File: src/rtl/ipm_pkg.sv
// Shared definitions for the inner-product masking encoder: byte width,
// GF(2^8) reduction constant, FSM state encoding and a byte-lane helper.
package ipm_pkg;

  localparam int BYTE_W = 8;
  localparam logic [BYTE_W-1:0] GF_POLY = 8'h1B;

  typedef enum logic [1:0] {
    IDLE = 2'd0,
    ACC  = 2'd1,
    DONE = 2'd2
  } state_t;

  // LSB position of byte lane i in a packed byte vector
  function automatic int unsigned byte_lsb(input int unsigned i);
    return i * BYTE_W;
  endfunction

endpackage

File: src/rtl/ip_mask_encoder_if.sv
// Request/response bundle of the masking encoder; master is the upstream
// producer and downstream consumer side, slave is the encoder itself.
interface ip_mask_encoder_if #(
  parameter int v = 8
);
  import ipm_pkg::*;

  logic                       in_valid;
  logic                       in_ready;
  logic [BYTE_W-1:0]          x;
  logic [(v-1)*BYTE_W-1:0]    rnd;
  logic [v*BYTE_W-1:0]        l;
  logic                       out_valid;
  logic                       out_ready;
  logic [v*BYTE_W-1:0]        z;

  modport master (
    output in_valid, x, rnd, l, out_ready,
    input  in_ready, out_valid, z
  );

  modport slave (
    input  in_valid, x, rnd, l, out_ready,
    output in_ready, out_valid, z
  );

endinterface

File: src/rtl/gf256_mul.sv
// Combinational GF(2^8) multiplier over x^8+x^4+x^3+x+1, built as
// shift-and-add with conditional reduction after every doubling.
module gf256_mul
  import ipm_pkg::*;
(
  input  logic [BYTE_W-1:0] i_a,
  input  logic [BYTE_W-1:0] i_b,
  output logic [BYTE_W-1:0] o_p
);

  logic [BYTE_W-1:0] w_a;
  logic [BYTE_W-1:0] w_prod;

  always_comb begin
    w_a    = i_a;
    w_prod = '0;
    for (int i = 0; i < BYTE_W; i++) begin
      if (i_b[i]) w_prod = w_prod ^ w_a;
      w_a = {w_a[BYTE_W-2:0], 1'b0} ^ (w_a[BYTE_W-1] ? GF_POLY : '0);
    end
  end

  assign o_p = w_prod;

endmodule

File: src/rtl/ip_mask_encoder.sv
// Sequential IPM encoder: z[0] = x ^ sum(L_i*R_i), z[i] = R_i, one shared
// GF(2^8) multiplier stepped through the v-1 lanes.
//
//   state | meaning
//   IDLE  | ready for a request, inputs sampled on in_valid
//   ACC   | one L_idx*R_idx product folded into acc per cycle
//   DONE  | z presented, held until out_ready
module ip_mask_encoder
  import ipm_pkg::*;
#(
  parameter int v = 8
) (
  input  logic              clk,
  input  logic              rst_n,
  ip_mask_encoder_if.slave  bus
);

  localparam int IDX_W = $clog2(v);
  localparam logic [IDX_W-1:0] IDX_LAST = IDX_W'(v - 1);

  state_t                     r_state;
  state_t                     w_state_nxt;
  logic [IDX_W-1:0]           r_idx;
  logic [BYTE_W-1:0]          r_acc;
  logic [(v-1)*BYTE_W-1:0]    r_rnd;
  logic [(v-1)*BYTE_W-1:0]    r_l;
  logic                       r_live;

  logic [BYTE_W-1:0]          w_l_op [v];
  logic [BYTE_W-1:0]          w_r_op [v];
  logic [BYTE_W-1:0]          w_prod;
  logic                       w_last;
  logic                       w_accept;
  logic                       w_in_ready;
  logic                       w_out_valid;
  logic                       w_unused_l0;

  // Lane 0 is never multiplied; its fixed L=1 is implicit in acc starting at x
  assign w_l_op[0] = 8'h01;
  assign w_r_op[0] = '0;
  for (genvar i = 1; i < v; i++) begin : g_lane
    assign w_l_op[i] = r_l[byte_lsb(i-1) +: BYTE_W];
    assign w_r_op[i] = r_rnd[byte_lsb(i-1) +: BYTE_W];
  end

  assign w_unused_l0 = ^bus.l[BYTE_W-1:0];

  gf256_mul u_mul (
    .i_a (w_l_op[r_idx]),
    .i_b (w_r_op[r_idx]),
    .o_p (w_prod)
  );

  assign w_last   = (r_idx == IDX_LAST);
  assign w_accept = bus.in_valid & w_in_ready;

  always_ff @(posedge clk or negedge rst_n) begin
    if (!rst_n) r_state <= IDLE;
    else        r_state <= w_state_nxt;
  end

  always_comb begin
    w_state_nxt = r_state;
    unique case (r_state)
      IDLE:    if (w_accept)      w_state_nxt = ACC;
      ACC:     if (w_last)        w_state_nxt = DONE;
      DONE:    if (bus.out_ready) w_state_nxt = IDLE;
      default:                    w_state_nxt = IDLE;
    endcase
  end

  // r_live keeps in_ready low until the first edge after reset release
  always_comb begin
    w_in_ready  = (r_state == IDLE) & r_live;
    w_out_valid = (r_state == DONE);
  end

  always_ff @(posedge clk or negedge rst_n) begin
    if (!rst_n) begin
      r_live <= 1'b0;
      r_idx  <= '0;
      r_acc  <= '0;
      r_rnd  <= '0;
      r_l    <= '0;
    end else begin
      r_live <= 1'b1;
      if (w_accept) begin
        r_acc <= bus.x;
        r_rnd <= bus.rnd;
        r_l   <= bus.l[v*BYTE_W-1:BYTE_W];
        r_idx <= IDX_W'(1);
      end else if (r_state == ACC) begin
        r_acc <= r_acc ^ w_prod;
        if (!w_last) r_idx <= r_idx + IDX_W'(1);
      end
    end
  end

  assign bus.in_ready  = w_in_ready;
  assign bus.out_valid = w_out_valid;
  assign bus.z         = w_out_valid ? {r_rnd, r_acc} : '0;

endmodule
File: src/flat_wrapper.sv
// flat-port wrapper written by rule: the top's interface ports become plain ports
module ip_mask_encoder_flat import ipm_pkg::*;
#(
  parameter int v = 8
)
  (clk, rst_n, bus_in_valid, bus_x, bus_rnd, bus_l, bus_out_ready, bus_in_ready, bus_out_valid, bus_z);
  ip_mask_encoder_if #(.v(v)) bus_i ();
  input  logic clk;
  input  logic rst_n;
  input wire logic [$bits(bus_i.in_valid)-1:0] bus_in_valid;
  input wire logic [$bits(bus_i.x)-1:0] bus_x;
  input wire logic [$bits(bus_i.rnd)-1:0] bus_rnd;
  input wire logic [$bits(bus_i.l)-1:0] bus_l;
  input wire logic [$bits(bus_i.out_ready)-1:0] bus_out_ready;
  output wire logic [$bits(bus_i.in_ready)-1:0] bus_in_ready;
  output wire logic [$bits(bus_i.out_valid)-1:0] bus_out_valid;
  output wire logic [$bits(bus_i.z)-1:0] bus_z;
  assign bus_i.in_valid = bus_in_valid;
  assign bus_i.x = bus_x;
  assign bus_i.rnd = bus_rnd;
  assign bus_i.l = bus_l;
  assign bus_i.out_ready = bus_out_ready;
  assign bus_in_ready = bus_i.in_ready;
  assign bus_out_valid = bus_i.out_valid;
  assign bus_z = bus_i.z;
  ip_mask_encoder #(.v(v)) u_core (.clk(clk), .rst_n(rst_n), .bus(bus_i));
endmodule
File: config.mk
export PLATFORM = sky130hd
export DESIGN_NAME = ip_mask_encoder_flat
export DESIGN_NICKNAME = d
export VERILOG_FILES = /design/src/rtl/ipm_pkg.sv /design/src/rtl/ip_mask_encoder_if.sv /design/src/rtl/gf256_mul.sv /design/src/rtl/ip_mask_encoder.sv /design/src/flat_wrapper.sv
export SDC_FILE = /design/constraint.sdc
export NUM_CORES = 1
export LEC_CHECK = 0
export BUFFER_PORTS_ARGS = -buffer_cell sky130_fd_sc_hd__clkbuf_2
export CAP_MARGIN = 20
export CORE_MARGIN = 2
export CORE_UTILIZATION = 58
export CTS_BUF_LIST = sky130_fd_sc_hd__clkbuf_16
export CTS_CLUSTER_SIZE = 40
export DETAILED_ROUTE_END_ITERATION = 8
export PLACE_DENSITY = 0.86
export RECOVER_POWER = 25
export SLEW_MARGIN = 25
export SYNTH_ARGS = -nofsm -noshare
export SYNTH_HDL_FRONTEND = slang
export SYNTH_HIERARCHICAL = 1
export SYNTH_SLANG_ARGS = --single-unit
File: constraint.sdc
create_clock -name clk -period 7.39 [get_ports clk]
set_clock_uncertainty 0.15 [all_clocks]
set_input_delay 0 -clock clk [delete_from_list [all_inputs] [get_ports clk]]
set_output_delay 0 -clock clk [all_outputs]
set_load 0.05 [all_outputs]
==> metrics, run 1 <==
diode count=0; Worst-Skew Late Latency=0.43 ns; critical path class=flip-flop to flip-flop; deepest clock path buffer count=2; worst setup path endpoint=u_core/r_acc[6]$_DFFE_PN0P_; Layout Cells excl Fill=1,138; Via density=5.78; # placed instances=981; first-pass GRT wire length=36.6 mm; number of global-route vias before repair=6,910; CTS Sinks=126; Area contributors post-synth=dfrtp_1, mux2_4, mux2_2; Setup Buffers After CTS=0; kind of capture point of the worst setup path=flip-flop; sequential cell area=3150 µm²; most frequent cells in the layout=clkbuf_2, dfrtp_1, dlygate4sd3_1; post-synthesis cell count=653; Post-DP HPWL=13.2 mm; GRT Util Overall=0.330; syn avg cell area=11.9 µm²; Distinct cells, synth=44; Detailed Route WL=24.0 mm; status=finished with violations; Yosys warning count=6; Critical path origin=u_core/r_idx[1]$_DFFE_PN0P_; Top Usage Layer GRT=met2; Chip Width=120 µm; final setup fails=0; RR Startpoint=u_core/r_idx[1]$_DFFE_PN0P_; Buf/Inv on CP=1; clock slew at reported path FFs=0.06 ns; Slew @ Worst Pin=3.07 ns; share of layout cells above drive strength 1=0.399; grt total ovfl=0; CP Depth=13; CP Launch Type=flip-flop; RSZ-0062 raised after global routing=false; Vias=6,575; # DRC=0; final hold violation count=0; worst hold path type=input pin to flip-flop; Synth Net Count=787; cells on worst reg2reg path=13; Tcrit/Tclk final=0.593; CTS tree=done; filler instances=710; Rel. slew slack=-1.05; r2r setup slk=3.01 ns; fin area=10,600 µm²; number of synthesized register bits=126; total of max-cap violations=2; drt wl/cell=21.1 µm; Resize count post-CTS=0; Antenna Nets Post-Route=0; met3 Resource Use GR=0.0813; TritonRoute pass-1 iters=5; Slew Viols, Final=129; post-synth top area cell=dfrtp_1; Initial Utilization=0.592; R2R Path End=u_core/r_acc[6]$_DFFE_PN0P_; share of the synthesized area in the top cell type=0.404; Final Net Count=1,083; DR iter-0 viols=568; Final min period=4.38 ns; grt met1 use=0.393; die area=14,400 µm²; area of the mapped netlist=7800 µm²; Worst path slowest cell=a221oi_1; critical path cell sequence=buf_4, nor2_1, a32o_1, a221oi_1, xor2_1, xnor2_1, nand2_1, xor2_1, xnor2_1, xnor2_1, nand3b_1, xor2_1, o21ai_0; Boundary Pins=198; antenna violations before repair=0; Clock Tree Root=clkbuf_16; delay of the slowest cell on the worst path=0.71 ns; number of CTS-inserted buffers=17; critical path's top delay family=XOR/XNOR gates; core area=13,200 µm²; Port Buffers=189; TNS Setup=0 ns; Peak Freq=228 MHz; WP data required=7.55 ns; Seq/Total Area, Yosys=0.404; largest net degree at the start of global routing=71; CP max FO=38; area of the multi-input gates=4280 µm²; Synth-to-Final Area Change=35.9%; failing checks=max-capacitance violations, max-slew violations; gpl congestion=0.892; worst path arrival time=4.55 ns; Die Y=120 µm; Placed Area=8760 µm²; M2 GR Usage=0.578; Rows=42; commonest non-fill, non-tap cell in the layout=clkbuf_2; H-tree Lvls=4
-- tightest hold or removal path, stage by stage --
cell	delay [ns]
clkbuf_2	0.10
nor4bb_4	0.15
buf_4	0.28
nor2_1	0.15
-- logic make-up (layout without fill, tap and decap cells) --
group,after synthesis,in the layout,synth area share
adder cells (fa/ha/maj),2,2,0.00321
AO/OA/AOI/OAI,58,58,0.0592
other,1,1,0.000481
AND/OR/NAND/NOR,155,155,0.105
flip-flops,126,126,0.404
XOR/XNOR,87,87,0.114
multiplexers,165,165,0.261
buffers and inverters,59,368,0.0534
-- Yosys cell counts --
cell      count
xnor2_1      51
nor3_1        1
nor4bb_1      1
nor2_1        9
ha_1          2
nand2b_1      4
nand2_1      56
buf_8         1
mux2_4       60
buf_4        14
buf_1         1
nand3b_1      8
a22oi_1       3
xor2_1       25
buf_2         8
buf_12        6
o221ai_1      2
or2_2         1
xor2_4        2
mux2_2       67
xor2_2        3
a32oi_1       1
o22ai_1       2
nor3b_1       3
o21ai_0       9
buf_6         3
clkbuf_2      1
mux2i_1      38
dfrtp_1     126
a311oi_2      1
o221a_2       2
a221oi_1     31
a21oi_1       3
a211oi_1      2
xnor2_2       3
conb_1        1
nand3_1       2
nor2b_1       5
and2_1       65
inv_1         3
a31oi_1       1
a32o_1        1
xnor3_1       3
clkbuf_1     22
-- cell type report --
class,count,area share
Tap cell,176,0.0208
Inverter,3,0.00106
Timing Repair Buffer,333,0.221
Clock inverter,15,0.0160
Clock buffer,17,0.0401
Sequential cell,126,0.297
Multi-Input combinational cell,468,0.404
-- per-stage QoR --
step                      setup WS, ns  hold WS (ns)  utilization
final                             3.01         0.164        0.804
after global routing              2.27         0.198        0.804
after CTS                         3.08        0.0338        0.802
after detailed placement          3.14       -0.0591        0.664
after global placement            3.28       -0.0660        0.664
after floorplan                   3.94        -0.446            -
-- repair_timing --
| item | 4_1_cts | 5_1_grt |
|---|---|---|
| hold endpoints to repair | 177 | 0 |
| hold buffers | 122 | 0 |
| endpoints found under the setup margin | 0 | 0 |
-- worst min path at each step --
| stage | from | end | cells past startpoint |
|---|---|---|---|
| finish | bus_in_valid | u_core/r_idx[2]$_DFFE_PN0P_ | 4 |
| global route | bus_x[3] | u_core/r_acc[3]$_DFFE_PN0P_ | 4 |
| CTS | rst_n | u_core/r_rnd[4]$_DFFE_PN0P_ | 2 |
| detailed placement | rst_n | u_core/r_rnd[4]$_DFFE_PN0P_ | 1 |
| global placement | rst_n | u_core/r_rnd[16]$_DFFE_PN0P_ | 1 |
| floorplan | rst_n | u_core/r_acc[0]$_DFFE_PN0P_ | 0 |
-- registers in the layout (all words and copies together) (netlist names) --
signal / count
u_core/r_l: 56
u_core/r_rnd: 56
u_core/r_acc: 8
u_core/r_idx: 3
u_core/r_state: 2
u_core/r_live: 1
-- per-layer routing --
layer  wire length [µm]  share of wire  vias to the layer above
li1                   -              -                     2857
met1               9100           0.38                     3263
met2              12100           0.50                      371
met3               1860          0.077                       84
met4                952          0.040                        0
met5                  0              0                        -
Power of run 1 is left out: the tool's default activity adds up to more than one toggle a clock period on the data nets, which glitch-free logic cannot reach.
==> run 2: changes to the inputs <==
- ABC_AREA: unset -> 1
- CORE_UTILIZATION: 58 -> 55
- PLACE_DENSITY: 0.86 -> 0.82
- clock period: 7.39 -> 4.55 ns (I/O delays scaled with it)
==> run 2 against run 1 <==
  * The flow still finishes with violations (max-capacitance violations, max-slew violations)
  * Hold slack better by 0.014 ns
  * Maximum frequency is 14% higher
  * First-iteration DRC count up 56%
  * Global-route usage increased by 2.5 points
  * Final cell count rose by 50%
  * Via count increased by 41%
  * Critical path depth grew 7
  * Design area rose by 2.6%
  * Synthesized cell count up 88%
  * Clock-buffer cell count did not move
  * Die area up 9.4%
  * Wire length up 15%
  * Largest cell class unchanged
  * Highest routed layer unchanged
==> metrics, run 2 <==
status=finished with violations; failing checks=max-capacitance violations, max-slew violations; post-route setup slack=0.704 ns (-2.30 ns); R2R Path End=u_core/r_acc[2]$_DFFE_PN0P_; first-pass GRT wire length=44.6 mm (+22%); Chip Width=125 µm (+4.6%); Synth-to-Final Area Change=34.1%; Commonest cells post-synth=nand2_1, nor2_1, inv_1, dfrtp_1, nand3_1; Antenna Nets Post-Route=0 (unchanged); RSZ-0062 raised after global routing=false; syn avg cell area=6.61 µm² (-45%); post-synthesis cell count=1,229 (+88%); Synth Net Count=1,363 (+73%); gpl congestion=0.972 (+9.0%); grt total ovfl=0 (unchanged); Top FF cell, synth=dfrtp_1; Detailed Route WL=27.6 mm (+15%); Post-DP HPWL=16.1 mm (+22%); Rows=44 (+4.8%); final hold violation count=0 (unchanged); area of the mapped netlist=8120 µm² (+4.0%); number of CTS-inserted buffers=17 (unchanged); r2r setup slk=0.70 ns (-2.30 ns); hold path startpoint=bus_out_ready; Tcrit/Tclk final=0.845 (+0.252); CTS Sinks=126 (unchanged); RR Startpoint=u_core/r_idx[1]$_DFFE_PN0P_; share of layout cells above drive strength 1=0.180 (-0.219); Rel. slew slack=-0.717 (+0.330); CP max FO=17 (-55%); clock slew at reported path FFs=0.06 ns (about the same); critical path class=flip-flop to flip-flop; number of synthesized register bits=126 (unchanged); pre-CTS WS=0.838 ns (-2.30 ns); Placed Area=9050 µm² (+3.4%); worst path arrival time=4.00 ns (-0.55 ns); CTS tree=done; drt wl/cell=16.1 µm (-24%); worst hold path type=input pin to flip-flop; commonest non-fill, non-tap cell in the layout=nand2_1; H-tree Lvls=4 (unchanged); Port Buffers=189 (unchanged); count leader, synth=nand2_1; antenna violations before repair=1 (+1); share of the synthesized area in the top cell type=0.388 (-0.0157); CP most frequent cell=nand2_1; CP Launch Type=flip-flop; Peak Freq=260 MHz (+14%); die area=15,700 µm² (+9.4%); Slew @ Worst Pin=2.58 ns (-0.496 ns); Area contributors post-synth=dfrtp_1, nand2_1, nor2_1; total of max-cap violations=2 (unchanged); DR iter-0 viols=888 (+56%); Die Y=125 µm (+4.6%); Worst-Skew Late Latency=0.43 ns (about the same); ys async rst share=1.00 (unchanged); GRT Util Overall=0.355 (+0.0248); deepest clock path buffer count=2 (unchanged); TritonRoute pass-1 iters=6 (+1); fin area=10,900 µm² (+2.6%); Final min period=3.85 ns (-0.537 ns); Boundary Pins=198 (unchanged); Initial Utilization=0.561 (-0.0309); # DRC=0 (unchanged); critical path cell sequence=clkinv_1, nand3_1, nand2_1, nand2_1, nand2_1, inv_1, nand2_1, nand2_2, nand2_1, xnor2_1, xor2_1, inv_1, nand2_1, nand2_1, nand2_1, nand2_1, nor2_1, nor2_1, nand2_1, nand3_1; Final Net Count=1,648 (+52%); Distinct cells, synth=36 (-18%); Worst path slowest cell=clkinv_1; most frequent cells in the layout=nand2_1, nor2_1, clkbuf_2; Slew Viols, Final=84 (-35%); Seq/Total Area, Yosys=0.388 (-0.0157); post-synth top area cell=dfrtp_1; Via density=5.41 (-6.4%); core area=14,500 µm² (+9.8%); Yosys warning count=6 (unchanged); worst setup path endpoint=u_core/r_acc[2]$_DFFE_PN0P_; largest net degree at the start of global routing=149 (+110%); Critical path origin=u_core/r_idx[1]$_DFFE_PN0P_; final setup fails=0 (unchanged); WP data required=4.70 ns (-2.85 ns); cells on worst reg2reg path=20 (+7); kind of capture point of the worst setup path=flip-flop; Clock Tree Root=clkbuf_16; number of global-route vias before repair=9,296 (+35%); EDFF count, synth=0 (unchanged); Regs by FF count=u_core/r_l (56), u_core/r_rnd (56), u_core/r_acc (8); Vias=9,262 (+41%); TNS Setup=0 ns (unchanged); delay of the slowest cell on the worst path=0.63 ns (-0.08 ns)
[run 2: cell types whose count changed in the layout (fill, tap and decap cells not counted), moves of 38 or more]
cell and delta:
mux2_4 -60, nand2_1 +299, mux2_2 -67, xnor2_1 -38
mux2i_1 -38, nor2_1 +183, nand3_1 +107, a21oi_1 +96
inv_1 +158, and2_1 -65
[run 2: area by class of cell]
class | instances | area, µm²
antenna | 1 | 2.50
clock buffer | 17 | 425
clock inverter | 15 | 105
fill | 1002 | 3600
inverter | 170 | 651
multi-input combinational | 868 | 3960
sequential | 126 | 3150
tap | 184 | 230
timing repair buffer | 331 | 2350
[run 2: critical path, delay by kind of cell, from the launching register on]
| family | cells | cell delay [ns] |
|---|---|---|
| AND/OR/NAND/NOR | 15 | 1.65 |
| buffers and inverters | 3 | 1.00 |
| flip-flops | 1 | 0.53 |
| XOR/XNOR | 2 | 0.40 |
[run 2: cell families (layout without fill, tap and decap cells)]
| kind of cell | count (synthesis) | count (layout) | share of synthesized area |
|---|---|---|---|
| DFF | 126 | 126 | 0.388 |
| AOI/OAI and AO/OA | 120 | 120 | 0.0746 |
| xor gates and xnor gates | 27 | 27 | 0.0310 |
| adders and majority gates | 2 | 2 | 0.00308 |
| and+or+nand+nor | 718 | 718 | 0.381 |
| buffers and inverters | 235 | 533 | 0.121 |
| other | 1 | 2 | 0.000462 |
[run 2: worst min-delay path by stage]
| stage | end | cells after the start | slack (ns) |
|---|---|---|---|
| final | u_core/r_state[1]$_DFFE_PN0P_ | 3 | 0.18 |
| after global routing | u_core/r_state[1]$_DFFE_PN0P_ | 3 | 0.19 |
| after CTS | u_core/r_rnd[35]$_DFFE_PN0P_ | 3 | 0.15 |
| after detailed placement | u_core/r_acc[5]$_DFFE_PN0P_ | 1 | -0.10 |
| after global placement | u_core/r_acc[5]$_DFFE_PN0P_ | 1 | -0.11 |
| after floorplan | u_core/r_acc[0]$_DFFE_PN0P_ | 0 | -0.45 |
[run 2: metal layers]
| metal | global-route usage | vias to the layer above | wire length [µm] |
|---|---|---|---|
| met2 | 0.614 | 521 | 13700 |
| met3 | 0.0672 | 131 | 2030 |
| met1 | 0.413 | 4290 | 10400 |
| met4 | 0.198 | 0 | 1430 |
| met5 | 0 | - | 0 |
| li1 | - | 4320 | - |
[run 2: metrics by stage]
step | util | instances | hold WS (ns)
after detailed placement | 0.625 | 1547 | -0.104
after global routing | 0.752 | 1712 | 0.186
final | 0.752 | 1712 | 0.177
after floorplan | - | 1229 | -0.446
after CTS | 0.753 | 1711 | 0.153
after global placement | 0.625 | 1547 | -0.111
[run 2: what timing repair did]
item                                    CTS  global route
resized for setup                         0             0
endpoints found under the hold margin   163             0
setup buffers                             0             0
hold buffers                            132             0
endpoints found under the setup margin    0             0
Power of run 2 is left out for the same reason.
==> run 3: changes to the inputs <==
- clock period: 4.55 -> 3.9 ns (I/O delays scaled with it)
==> run 3 against run 2 <==
  * The flow still finishes with violations (max-capacitance violations, max-slew violations)
  * Wire length is 0.73% higher
  * Hold slack gained 0.048 ns
  * Setup slack lost 0.33 ns
  * Design area up 0.77%
  * Global-route usage shrank 0.16 points
  * Die area stayed put
  * Maximum frequency grew 9.2%
  * Flip-flop and latch count stayed put
  * Final cell count up 0.23%
  * Critical path depth increased by 4
  * Clock-buffer cell count did not move
  * Utilization up 0.58 points
==> metrics, run 3 (synthesized netlist as in run 2, its figures left out) <==
status=finished with violations; failing checks=max-capacitance violations, max-slew violations; Tcrit/Tclk final=0.903 (+0.0577); largest net degree at the start of global routing=83 (-44%); total of max-cap violations=1 (-1); Via density=5.47 (+1.2%); Synth-to-Final Area Change=35.1%; r2r setup slk=0.38 ns (-0.33 ns); kind of capture point of the worst setup path=flip-flop; Final Net Count=1,654 (+0.36%); worst path arrival time=3.67 ns (-0.33 ns); Slew Viols, Final=53 (-37%); clock slew at reported path FFs=0.06 ns (about the same); most frequent cells in the layout=nand2_1, nor2_1, clkbuf_2; number of CTS-inserted buffers=17 (unchanged); GRT Util Overall=0.353 (-0.00164); final setup fails=0 (unchanged); Worst-Skew Late Latency=0.42 ns (about the same); Port Buffers=189 (unchanged); delay of the slowest cell on the worst path=0.49 ns (-0.14 ns); # DRC=0 (unchanged); worst hold path type=input pin to flip-flop; commonest non-fill, non-tap cell in the layout=nand2_1; CTS tree=done; TritonRoute pass-1 iters=7 (+1); critical path's top delay family=simple AND/OR/NAND/NOR gates; Initial Utilization=0.561 (unchanged); Post-DP HPWL=16.4 mm (+2.0%); core area=14,500 µm² (unchanged); TNS Setup=0 ns (unchanged); RSZ-0062 raised after global routing=false; Boundary Pins=198 (unchanged); CTS Sinks=126 (unchanged); Slew @ Worst Pin=2.94 ns (+0.364 ns); CP most frequent cell=nand2_1; share of layout cells above drive strength 1=0.187 (+0.00725); Worst path slowest cell=buf_4; drt wl/cell=16.2 µm (+0.50%); CP max FO=51 (+34); Die Y=125 µm (unchanged); Buf/Inv on CP=3 (unchanged); Rows=44 (unchanged); CP Launch Type=flip-flop; WP data required=4.04 ns (-0.66 ns); final hold violation count=0 (unchanged); Final min period=3.52 ns (-0.325 ns); Rel. slew slack=-0.960 (-0.243); critical path class=flip-flop to flip-flop; Regs by FF count=u_core/r_l (56), u_core/r_rnd (56), u_core/r_acc (8); Chip Width=125 µm (unchanged); H-tree Lvls=4 (unchanged); deepest clock path buffer count=2 (unchanged); gpl congestion=0.964 (-0.84%); antenna violations before repair=0 (-1); die area=15,700 µm² (unchanged); DR iter-0 viols=900 (+1.4%); Detailed Route WL=27.8 mm (+0.73%); Vias=9,394 (+1.4%); number of global-route vias before repair=9,345 (+0.53%); first-pass GRT wire length=44.8 mm (+0.50%); critical path cell sequence=buf_4, nand2_1, nand3_1, nand2_1, nand2_1, nand2_1, inv_8, nand2_2, nand2_1, nand2_1, nand2_2, nand2_1, nand2_2, nand3_1, nand2_1, inv_1, nand3_1, nand2_1, nand2_1, nand2_1, nor2_1, nor2_1, nand2_1, nand3_1; Antenna Nets Post-Route=0 (unchanged); Clock Tree Root=clkbuf_16; Peak Freq=284 MHz (+9.2%); diode count=0 (-1); grt total ovfl=0 (unchanged)
[run 3: cell types whose count changed in the layout (fill, tap and decap cells not counted), sizes merged]
cell	previous run	this run
buf	10	18
clkinv	12	7
clkinvlp	3	5
dlygate4sd3	132	130
bufinv	1	2
diode	1	0
inv	169	170
[run 3: worst paths after layout]
check                                                 start                      endpoint  cells after the start
worst max-delay path            u_core/r_idx[0]$_DFFE_PN0P_   u_core/r_acc[1]$_DFFE_PN0P_                     24
worst max register to register  u_core/r_idx[0]$_DFFE_PN0P_   u_core/r_acc[1]$_DFFE_PN0P_                     24
worst min-delay path                            bus_rnd[12]  u_core/r_rnd[12]$_DFFE_PN0P_                      4
min in group asynchronous                             rst_n   u_core/r_acc[3]$_DFFE_PN0P_                      2
worst min register to register    u_core/r_l[0]$_DFFE_PN0P_     u_core/r_l[0]$_DFFE_PN0P_                      2
max in group asynchronous                             rst_n    u_core/r_l[51]$_DFFE_PN0P_                      3
[run 3: repair_timing]
action | CTS | global route
buffers inserted | 0 | 0
endpoints found under the setup margin | 0 | 1
resized for setup | 0 | 1
hold endpoints to repair | 171 | 0
hold buffers | 130 | 0
[run 3: routing by layer]
| layer | up-vias | share of wire | global-route usage |
|---|---|---|---|
| li1 | 4337 | - | - |
| met1 | 4366 | 0.37 | 0.423 |
| met2 | 573 | 0.50 | 0.601 |
| met3 | 118 | 0.086 | 0.0727 |
| met4 | 0 | 0.046 | 0.182 |
| met5 | - | 0 | 0 |
[run 3: worst min-delay path, delay by kind of cell]
family / cells / cell delay (ns)
buf+inv: 2 / 0.62
compound gates: 1 / 0.10
simple gates: 1 / 0.04
[run 3: metrics by stage]
step | utilization | cells | hold slack (ns) | worst slack (ns) | area [µm²]
after detailed placement | 0.629 | 1555 | -0.0753 | 0.486 | 9110
after CTS | 0.758 | 1716 | 0.0303 | 0.471 | 11000
after global routing | 0.757 | 1716 | 0.231 | 0.0466 | 11000
after global placement | 0.629 | 1555 | -0.0776 | 0.579 | 9110
after floorplan | - | 1229 | -0.446 | 1.19 | 8120
final | 0.757 | 1716 | 0.226 | 0.379 | 11000
[run 3: layout make-up]
cell class | count | area (µm²)
Multi-Input combinational cell | 868 | 3980
Tap cell | 184 | 230
Clock inverter | 14 | 129
Fill cell | 1026 | 3510
Sequential cell | 126 | 3150
Timing Repair Buffer | 337 | 2390
Clock buffer | 17 | 425
Inverter | 170 | 654
Power of run 3 is left out for the same reason.
